### src/rtl/rtc_bus_pkg.sv
// rtl/rtc_bus_pkg.sv - states, init defaults, bus polarity and per-state bus decode for the RTC controller
package rtc_bus_pkg;

  localparam logic [7:0] INIT_ADDR_DEF = 8'h02;
  localparam logic [7:0] INIT_V0_DEF   = 8'h10;
  localparam logic [7:0] INIT_V1_DEF   = 8'h00;

  localparam logic CS_ON   = 1'b0;
  localparam logic CS_OFF  = 1'b1;
  localparam logic STB_ON  = 1'b0;
  localparam logic STB_OFF = 1'b1;
  localparam logic AD_ADDR = 1'b0;
  localparam logic AD_DATA = 1'b1;

  typedef enum logic [3:0] {
    S_INIT0, S_INIT1, S_IDLE,
    S_ADDR, S_AWR, S_AHOLD, S_GAP, S_DSET, S_DSTB, S_DHOLD, S_DONE
  } state_e;

  typedef struct packed {
    logic       cs_n;
    logic       rd_n;
    logic       wr_n;
    logic       a_d;
    logic       oe;
    logic [7:0] ad;
  } bus_t;

  localparam bus_t BUS_IDLE = '{cs_n: CS_OFF, rd_n: STB_OFF, wr_n: STB_OFF,
                                a_d: AD_ADDR, oe: 1'b0, ad: 8'h00};

  // Read cycles never enable the driver, so RD_n low and AD_oe high cannot coincide.
  function automatic bus_t bus_decode(input state_e st, input logic wr,
                                      input logic [7:0] addr, input logic [7:0] data);
    bus_t b;
    b = BUS_IDLE;
    case (st)
      S_ADDR, S_AWR, S_AHOLD: begin
        b.cs_n = CS_ON;
        b.oe   = 1'b1;
        b.ad   = addr;
        if (st == S_AWR) b.wr_n = STB_ON;
      end
      S_DSET, S_DSTB, S_DHOLD: begin
        b.cs_n = CS_ON;
        b.a_d  = AD_DATA;
        b.oe   = wr;
        b.ad   = wr ? data : 8'h00;
        if (st == S_DSTB) begin
          if (wr) b.wr_n = STB_ON;
          else    b.rd_n = STB_ON;
        end
      end
      default: b = BUS_IDLE;
    endcase
    return b;
  endfunction

endpackage

### src/rtl/rtc_phase_timer.sv
// rtl/rtc_phase_timer.sv - loadable 8-bit down-counter timing each bus phase
module rtc_phase_timer (
  input  logic       clk_i,
  input  logic       rst_i,
  input  logic       load_i,
  input  logic [7:0] len_i,
  output logic       done_o
);

  logic [7:0] cnt_q, cnt_d;

  // Loading len-1 makes done_o assert during the last cycle of a len-cycle phase.
  always_comb begin
    cnt_d = cnt_q;
    if (load_i)              cnt_d = len_i - 8'd1;
    else if (cnt_q != 8'd0) cnt_d = cnt_q - 8'd1;
  end

  always_ff @(posedge clk_i) begin
    if (rst_i) cnt_q <= 8'd0;
    else       cnt_q <= cnt_d;
  end

  assign done_o = (cnt_q == 8'd0);

endmodule

### src/rtl/rtc_bus_controller.sv
// rtl/rtc_bus_controller.sv - menu-side responder running timed multiplexed RTC bus cycles and init sequence
module rtc_bus_controller
  import rtc_bus_pkg::*;
#(
  parameter int         T_SETUP   = 2,
  parameter int         T_PULSE   = 4,
  parameter int         T_HOLD    = 2,
  parameter logic [7:0] INIT_ADDR = INIT_ADDR_DEF,
  parameter logic [7:0] INIT_V0   = INIT_V0_DEF,
  parameter logic [7:0] INIT_V1   = INIT_V1_DEF
) (
  input  logic       CLK,
  input  logic       RST,
  input  logic       Acceso,
  input  logic [6:0] Dir,
  input  logic       Mod,
  input  logic [7:0] Dato_wr,
  output logic       FRW,
  output logic [7:0] Dato_rd,
  output logic       CS_n,
  output logic       RD_n,
  output logic       WR_n,
  output logic       A_D,
  output logic [7:0] AD_out,
  output logic       AD_oe,
  input  logic [7:0] AD_in
);

  localparam logic [7:0] LEN_SETUP = 8'(T_SETUP);
  localparam logic [7:0] LEN_PULSE = 8'(T_PULSE);
  localparam logic [7:0] LEN_HOLD  = 8'(T_HOLD);

  state_e     state_q, state_d;
  logic [7:0] addr_q, addr_d, data_q, data_d;
  logic       wr_q, wr_d, init0_q, init0_d;
  logic       frw_q;
  logic [7:0] dato_rd_q;
  bus_t       bus_q;
  logic       tmr_load, tmr_done;
  logic [7:0] tmr_len;

  rtc_phase_timer u_timer (
    .clk_i  (CLK),
    .rst_i  (RST),
    .load_i (tmr_load),
    .len_i  (tmr_len),
    .done_o (tmr_done)
  );

  always_comb begin
    state_d = state_q;
    addr_d  = addr_q;
    data_d  = data_q;
    wr_d    = wr_q;
    init0_d = init0_q;
    case (state_q)
      S_INIT0: begin
        addr_d = INIT_ADDR; data_d = INIT_V0; wr_d = 1'b1; init0_d = 1'b1; state_d = S_ADDR;
      end
      S_INIT1: begin
        addr_d = INIT_ADDR; data_d = INIT_V1; wr_d = 1'b1; init0_d = 1'b0; state_d = S_ADDR;
      end
      S_IDLE: if (Acceso) begin
        addr_d = {1'b0, Dir}; data_d = Dato_wr; wr_d = Mod; state_d = S_ADDR;
      end
      S_ADDR:  if (tmr_done) state_d = S_AWR;
      S_AWR:   if (tmr_done) state_d = S_AHOLD;
      S_AHOLD: if (tmr_done) state_d = S_GAP;
      S_GAP:   if (tmr_done) state_d = S_DSET;
      S_DSET:  if (tmr_done) state_d = S_DSTB;
      S_DSTB:  if (tmr_done) state_d = S_DHOLD;
      S_DHOLD: if (tmr_done) state_d = S_DONE;
      S_DONE:  state_d = init0_q ? S_INIT1 : S_IDLE;
      default: state_d = S_IDLE;
    endcase
  end

  // Every state change reloads the timer with the length of the phase being entered.
  always_comb begin
    tmr_load = (state_d != state_q);
    tmr_len  = 8'd1;
    case (state_d)
      S_ADDR, S_DSET:          tmr_len = LEN_SETUP;
      S_AWR, S_DSTB:           tmr_len = LEN_PULSE;
      S_AHOLD, S_GAP, S_DHOLD: tmr_len = LEN_HOLD;
      default:                 tmr_len = 8'd1;
    endcase
  end

  // Bus pins are registered from the next state so they change glitch-free with state_q.
  always_ff @(posedge CLK) begin
    if (RST) begin
      state_q   <= S_INIT0;
      addr_q    <= 8'h00;
      data_q    <= 8'h00;
      wr_q      <= 1'b0;
      init0_q   <= 1'b1;
      frw_q     <= 1'b0;
      dato_rd_q <= 8'h00;
      bus_q     <= BUS_IDLE;
    end else begin
      state_q <= state_d;
      addr_q  <= addr_d;
      data_q  <= data_d;
      wr_q    <= wr_d;
      init0_q <= init0_d;
      frw_q   <= (state_d == S_DONE) && !init0_d;
      bus_q   <= bus_decode(state_d, wr_d, addr_d, data_d);
      if (state_q == S_DSTB && tmr_done && !wr_q) dato_rd_q <= AD_in;
    end
  end

  assign FRW     = frw_q;
  assign Dato_rd = dato_rd_q;
  assign CS_n    = bus_q.cs_n;
  assign RD_n    = bus_q.rd_n;
  assign WR_n    = bus_q.wr_n;
  assign A_D     = bus_q.a_d;
  assign AD_out  = bus_q.ad;
  assign AD_oe   = bus_q.oe;

endmodule

### config.mk
export PLATFORM = sky130hd
export DESIGN_NAME = rtc_bus_controller
export DESIGN_NICKNAME = d
export VERILOG_FILES = /design/src/rtl/rtc_bus_pkg.sv /design/src/rtl/rtc_phase_timer.sv /design/src/rtl/rtc_bus_controller.sv
export SDC_FILE = /design/constraint.sdc
export NUM_CORES = 1
export LEC_CHECK = 0
export CAP_MARGIN = 30
export CELL_PAD_IN_SITES_DETAIL_PLACEMENT = 0
export CELL_PAD_IN_SITES_GLOBAL_PLACEMENT = 1
export CORE_ASPECT_RATIO = 1.5
export CORE_MARGIN = 4
export CORE_UTILIZATION = 40
export CTS_BUF_LIST = sky130_fd_sc_hd__clkbuf_4
export DETAILED_ROUTE_END_ITERATION = 10
export GPL_TIMING_DRIVEN = 0
export PLACE_DENSITY_LB_ADDON = 0.1
export REMOVE_ABC_BUFFERS = 1
export SLEW_MARGIN = 10
export SYNTH_ARGS = -nofsm -noshare
export SYNTH_HDL_FRONTEND = slang
export SYNTH_SLANG_ARGS = --single-unit
### constraint.sdc
create_clock -name CLK -period 3 [get_ports CLK]
set_input_delay 0.3 -clock CLK [delete_from_list [all_inputs] [get_ports CLK]]
set_output_delay 0.3 -clock CLK [all_outputs]
set_load 0.005 [all_outputs]
==> metrics, run 1 <==
Nets=323; most frequent cells in the layout=52 x dfxtp_1, 48 x clkdlybuf4s50_1, 23 x nor2_1; Max IR drop VDD=0.000400 V; die area=7260 sq um; most common cell after layout, fill and taps aside=dfxtp_1; worst slack, placed=52.5 ps; synth warn=0; Int Pwr=1470 uW; Die X-Extent=70.9 um; wire per inst=15.3 um; Area contributors post-synth=dfxtp_1 44%, o2111ai_1 6.3%, a22o_1 4.8%; worst r2r dst=WR_n; first-pass GRT wire length=9.17 mm; cell area after synthesis=2380 sq um; post-synth top area share=43.8%; RSZ-0062 raised after global routing=false; Num CTS Buffers=5; worst slew pin tran=1010 ps; Post-DP HPWL=4.01 mm; sequential power share=36.3%; Logic pwr share=51.1%; Post-CTS Setup Bufs=0; latest clock arrival within the worst-skew pair=370 ps; Fmax=0.353 GHz; Worst-path clk slew=150 ps; total global-route track usage=15.8%; gpl congestion=0.792; site row count=34; CP max FO=18; core area=5790 sq um; register area share after synthesis=43.8%; Die Height=102 um; R2R depth=7; clock skew=19.2 ps; fin crit share=94.5%; Setup Viol. Count Final=0; Worst Path Arrival=3120 ps; drc violations=0; min cycle time layout=2830 ps; relative slew slack=31.4%; clock power share=12.6%; via count=2015; Clock Path Buffers=2; fin cells=367; FFs w/ async S/R, synth=0%; crit start category=flip-flop; power density cells=879 nW/um^2; post-layout instance area=2950 sq um; Port Buf Inserts=48; Avg Inst Size Synth=9.32 sq um; placed cell count=359; outcome=finished, final reports clean; FF/Latch Area=1040 sq um; final hold viol count=0; pin count of the biggest net entering global routing=36; post-route ant nets=0; crit-path max cell delay=890 ps; Post-Syn Instances=255; total grt overflow=0; Slew Viols, Final=0; Worst R2R Setup Slack=170 ps; CTS tree=built; standby leakage power=0.00112 uW; CP Cell Sequence=inv_1 > ha_1 > or4b_4 > nor3_4 > mux2i_2 > nand2_1 > a211o_1; Multi-input gate area=1250 sq um; number of synthesized flops with an enable pin=0; worst setup path endpoint=WR_n; drt via density=5.49; fill count=607; Most used DFF post-synth=dfxtp_1; total net switching power=1120 uW; Distinct cells, synth=51; Detailed Routing Iterations Pass 1=4; DRT iter0 DRCs=86; vias in the first global route=1976; Yosys top cell by area=dfxtp_1; Initial Utilization=41.1%; DP Area=2890 sq um; Detailed Route WL=5.63 mm; clock root buffer=clkbuf_4; critical path endpoint category=flip-flop; I/O pin count=49; critical path type=reg2reg; Clock Sinks=52; CP required=3280 ps; depth of the CTS H-tree=2; Hold Buf Count CTS=0; initial antenna violation count=0; Final Worst Setup Slack=166 ps; n_diodes=0; share of layout cells above drive strength 1=6.10%; r2r startpoint=u_timer.cnt_q[0]; Critical Path Start=u_timer.cnt_q[0]; Hold Crit Class=reg2reg; slowest CP cell=mux2i_2; Hold WS=490 ps; Seq cells post-synth=52; Layout Area Growth over Synthesis=24.3%; sw frac=43.4%; max-cap viol count=0
## critical path, delay by kind of cell, from the launching register on
| kind | cells | cell delay (ps) |
|---|---|---|
| simple gates | 3 | 980 |
| buf+inv | 1 | 80 |
| fa+ha+maj | 1 | 160 |
| mux | 1 | 890 |
| compound gates | 1 | 280 |
| flops | 1 | 360 |
## how the worst min path moves through the flow
stage | to | slack [ps] | startpoint | cells past startpoint
after floorplan | AD_oe | 370 | RST | 1
final | addr_q[7] | 490 | addr_q[7] | 1
after global routing | Dato_rd[0] | 520 | AD_in[0] | 3
after CTS | addr_q[7] | 490 | addr_q[7] | 1
after detailed placement | addr_q[7] | 460 | addr_q[7] | 1
after global placement | addr_q[7] | 460 | addr_q[7] | 1
## metal layers
| metal | vias up | global-route usage [%] | routed length [um] |
|---|---|---|---|
| met5 | - | 0 | 0 |
| met4 | 0 | 5.64 | 82 |
| met1 | 935 | 18.4 | 2480 |
| met3 | 7 | 3.25 | 188 |
| li1 | 1038 | - | - |
| met2 | 35 | 28.7 | 2880 |
## power groups by stage
| stage | Combinational [uW] | Clock [uW] | Sequential [uW] |
|---|---|---|---|
| 6_report | 1330 | 328 | 941 |
| 5_1_grt | 1470 | 374 | 962 |
| 4_1_cts | 1330 | 342 | 942 |
| 3_5_place_dp | 1330 | 0 | 958 |
| 3_3_place_gp | 1320 | 0 | 956 |
| 2_1_floorplan | 958 | 0 | 929 |
## stage by stage
| stage | power, uW | TNS [ps] | util (%) |
|---|---|---|---|
| 6_report | 2590 | 0 | 51.0 |
| 5_1_grt | 2810 | 0 | 51.0 |
| 4_1_cts | 2620 | 0 | 51.0 |
| 3_5_place_dp | 2280 | 0 | 49.9 |
| 3_3_place_gp | 2270 | -1190 | 49.7 |
| 2_1_floorplan | 1890 | 0 | - |
## cell families after synthesis
group | Yosys count | synth area share (%)
multiplexers | 12 | 5.11
flip-flops | 52 | 43.8
adder cells (fa/ha/maj) | 2 | 1.05
buffers and inverters | 22 | 3.79
XOR/XNOR | 6 | 2.21
AND/OR/NAND/NOR | 88 | 20.7
AO/OA/AOI/OAI | 73 | 23.3
## Yosys cell counts (4+ instances only)
cell and count:
nor3_1 6, nand2_1 10, nand2b_1 4, o22ai_1 9
nor2_1 23, dfxtp_1 52, clkbuf_1 11, and2_1 18
mux2i_1 11, nor2b_1 4, nand3_1 5, o2111ai_1 17
a31oi_1 4, a22o_1 13, buf_2 6, inv_1 4
a21oi_1 8
## cell type report
| cell class | instances | share of cell area, % |
|---|---|---|
| multi-input cells | 181 | 42.5 |
| flip-flops and latches | 52 | 35.3 |
| repair buffers | 49 | 16.5 |
| well taps | 72 | 3.05 |
| clock buffers | 7 | 1.78 |
| inverters | 5 | 0.636 |
| clock inverters | 1 | 0.297 |
## registers in the layout, summed over array words and instances (netlist names)
| register | flops |
|---|---|
| WR_n | 1 |
| Dato_rd | 8 |
| CS_n | 1 |
| addr_q | 8 |
| data_q | 8 |
| wr_q | 1 |
| RD_n | 1 |
| u_timer.cnt_q | 8 |
| state_q | 4 |
| AD_oe | 1 |
| FRW | 1 |
| A_D | 1 |
| AD_out | 8 |
| init0_q | 1 |
## what timing repair did
action / 4_1_cts / 5_1_grt
endpoints found under the hold margin: 0 / 0
gates resized for setup: 0 / 1
setup endpoints to repair: 0 / 5
Power figures use the tool's default switching activity.
==> run 2, diff against run 1 <==
--- a/config.mk
+++ b/config.mk
@@ -6,7 +6,7 @@
 export NUM_CORES = 1
 export LEC_CHECK = 0
 export CAP_MARGIN = 30
-export CELL_PAD_IN_SITES_DETAIL_PLACEMENT = 0
+export CELL_PAD_IN_SITES_DETAIL_PLACEMENT = 1
 export CELL_PAD_IN_SITES_GLOBAL_PLACEMENT = 1
 export CORE_ASPECT_RATIO = 1.5
 export CORE_MARGIN = 4
==> run 2 against run 1 <==
First-iteration DRC count decreased by 41%. Register-to-register slack gained 110 ps. Power increased by 1.2%. Clock skew shrank 4.5 ps. Die area is the same. Global-route usage is 1.8 points higher. Sequential power is 0.4% higher. Utilization up 0.11 points.
==> metrics, run 2 (synthesis results as in run 1) <==
outcome=finished, final reports clean (unchanged); vias in the first global route=2210 (was 1976); Num CTS Buffers=5 (unchanged); Hold Buf Count CTS=0 (unchanged); Die Height=102 um (unchanged); clock root buffer=clkbuf_4 (unchanged); Hold WS=491 ps (was 490 ps); fill count=680 (was 607); most frequent cells in the layout=52 x dfxtp_1, 48 x clkdlybuf4s50_1, 23 x nor2_1 (unchanged); most common cell after layout, fill and taps aside=dfxtp_1 (unchanged); Worst Path Arrival=2950 ps (was 3120 ps); crit-path max cell delay=660 ps (was 890 ps); Detailed Routing Iterations Pass 1=4 (unchanged); standby leakage power=0.00112 uW (about the same); crit start category=flip-flop (unchanged); worst slew pin tran=861 ps (was 1010 ps); CTS tree=built (unchanged); Worst-path clk slew=140 ps (was 150 ps); Layout Area Growth over Synthesis=24.5% (was 24.3%); CP Cell Sequence=inv_1 > ha_1 > or4b_4 > o2111ai_1 > a31oi_1 > o21ai_1 > o22ai_1 (was inv_1 > ha_1 > or4b_4 > nor3_4 > mux2i_2 > nand2_1 > a211o_1); DRT iter0 DRCs=51 (was 86); wire per inst=16.3 um (was 15.3 um); clock skew=14.7 ps (was 19.2 ps); I/O pin count=49 (unchanged); share of layout cells above drive strength 1=6.08% (was 6.10%); post-layout power=2630 uW (was 2590 uW); Slew Viols, Final=0 (unchanged); pin count of the biggest net entering global routing=36 (unchanged); min cycle time layout=2720 ps (was 2830 ps); final hold viol count=0 (unchanged); Multi-input gate area=1250 sq um (unchanged); slowest CP cell=o21ai_1 (was mux2i_2); via count=2077 (was 2015); Detailed Route WL=6.01 mm (was 5.63 mm); Initial Utilization=41.1% (unchanged); total global-route track usage=17.7% (was 15.8%); Setup Viol. Count Final=0 (unchanged); RSZ-0062 raised after global routing=false (unchanged); Max IR drop VDD=0.000439 V (was 0.000400 V); CP max FO=9 (was 18); Int Pwr=1470 uW (about the same); Logic pwr share=51.9% (was 51.1%); Post-DP HPWL=4.41 mm (was 4.01 mm); Hold Crit Class=reg2reg (unchanged); total grt overflow=0 (unchanged); clock power share=12.1% (was 12.6%); max-cap viol count=0 (unchanged); Die X-Extent=70.9 um (unchanged); sequential power share=36.0% (was 36.3%); CP required=3230 ps (was 3280 ps); die area=7260 sq um (unchanged); depth of the CTS H-tree=2 (unchanged); drt via density=5.64 (was 5.49); Port Buf Inserts=48 (unchanged); first-pass GRT wire length=10.3 mm (was 9.17 mm); total net switching power=1150 uW (was 1120 uW); gpl congestion=0.792 (unchanged); n_diodes=0 (unchanged); Clock Sinks=52 (unchanged); sw frac=44.0% (was 43.4%); critical path endpoint category=flip-flop (unchanged); relative slew slack=42.2% (was 31.4%); latest clock arrival within the worst-skew pair=380 ps (was 370 ps); Nets=324 (was 323); critical path type=reg2reg (unchanged); initial antenna violation count=0 (unchanged); site row count=34 (unchanged); fin crit share=90.8% (was 94.5%); post-route ant nets=0 (unchanged); power density cells=888 nW/um^2 (was 879 nW/um^2); drc violations=0 (unchanged); FF/Latch Area=1040 sq um (unchanged); Fmax=0.367 GHz (was 0.353 GHz); Clock Path Buffers=2 (unchanged); core area=5790 sq um (unchanged)
run 2: worst max-delay path, delay by kind of cell (launching register included):
family | cells | cell delay, ps
AO/OA/AOI/OAI | 4 | 1460
adder cells (fa/ha/maj) | 1 | 170
buffers and inverters | 1 | 80
flip-flops | 1 | 360
AND/OR/NAND/NOR | 1 | 510
run 2: worst paths after layout:
check | start | endpoint | slack [ps] | depth (start not counted)
min reg2reg | addr_q[7] | addr_q[7] | 490 | 1
min | addr_q[7] | addr_q[7] | 490 | 1
max reg2reg | u_timer.cnt_q[0] | AD_out[0] | 280 | 7
max | u_timer.cnt_q[0] | AD_out[0] | 280 | 7
run 2: area by class of cell:
cell class | count | share of cell area [%]
flip-flops and latches | 52 | 35.2
repair buffers | 50 | 16.9
inverters | 5 | 0.634
clock inverters | 2 | 0.381
clock buffers | 6 | 1.52
well taps | 72 | 3.04
multi-input cells | 181 | 42.4
run 2: repair_timing:
action	in CTS	in global routing
gates resized for setup	0	1
endpoints found under the setup margin	0	9
buffers inserted	0	0
run 2: stage by stage:
| step | worst slack [ps] | TNS, ps | instances | utilization (%) | area [sq um] |
|---|---|---|---|---|---|
| floorplan | 385 | 0 | 238 | - | 2300 |
| global placement | -176 | -1190 | 358 | 49.7 | 2880 |
| detailed placement | -8.53 | -8.53 | 359 | 49.9 | 2890 |
| CTS | 31.3 | 0 | 367 | 50.9 | 2940 |
| global route | 40.1 | 0 | 368 | 51.1 | 2960 |
| finish | 275 | 0 | 368 | 51.1 | 2960 |
run 2: power groups by stage:
stage                     clock (uW)  combinational (uW)  sequential [uW]
after floorplan                    0                 958              929
after global placement             0                1320              956
after detailed placement           0                1350              962
after CTS                        334                1360              946
after global routing             359                1520              968
final                            319                1360              945
run 2: routing by layer:
metal	routed length (um)	vias up	part of all wire, %	GRT usage [%]
met2	3200	34	53	32.5
met3	174	10	2.9	2.95
met1	2510	996	42	20.6
met5	0	-	0	0
met4	122	0	2.0	6.08
li1	-	1037	-	-
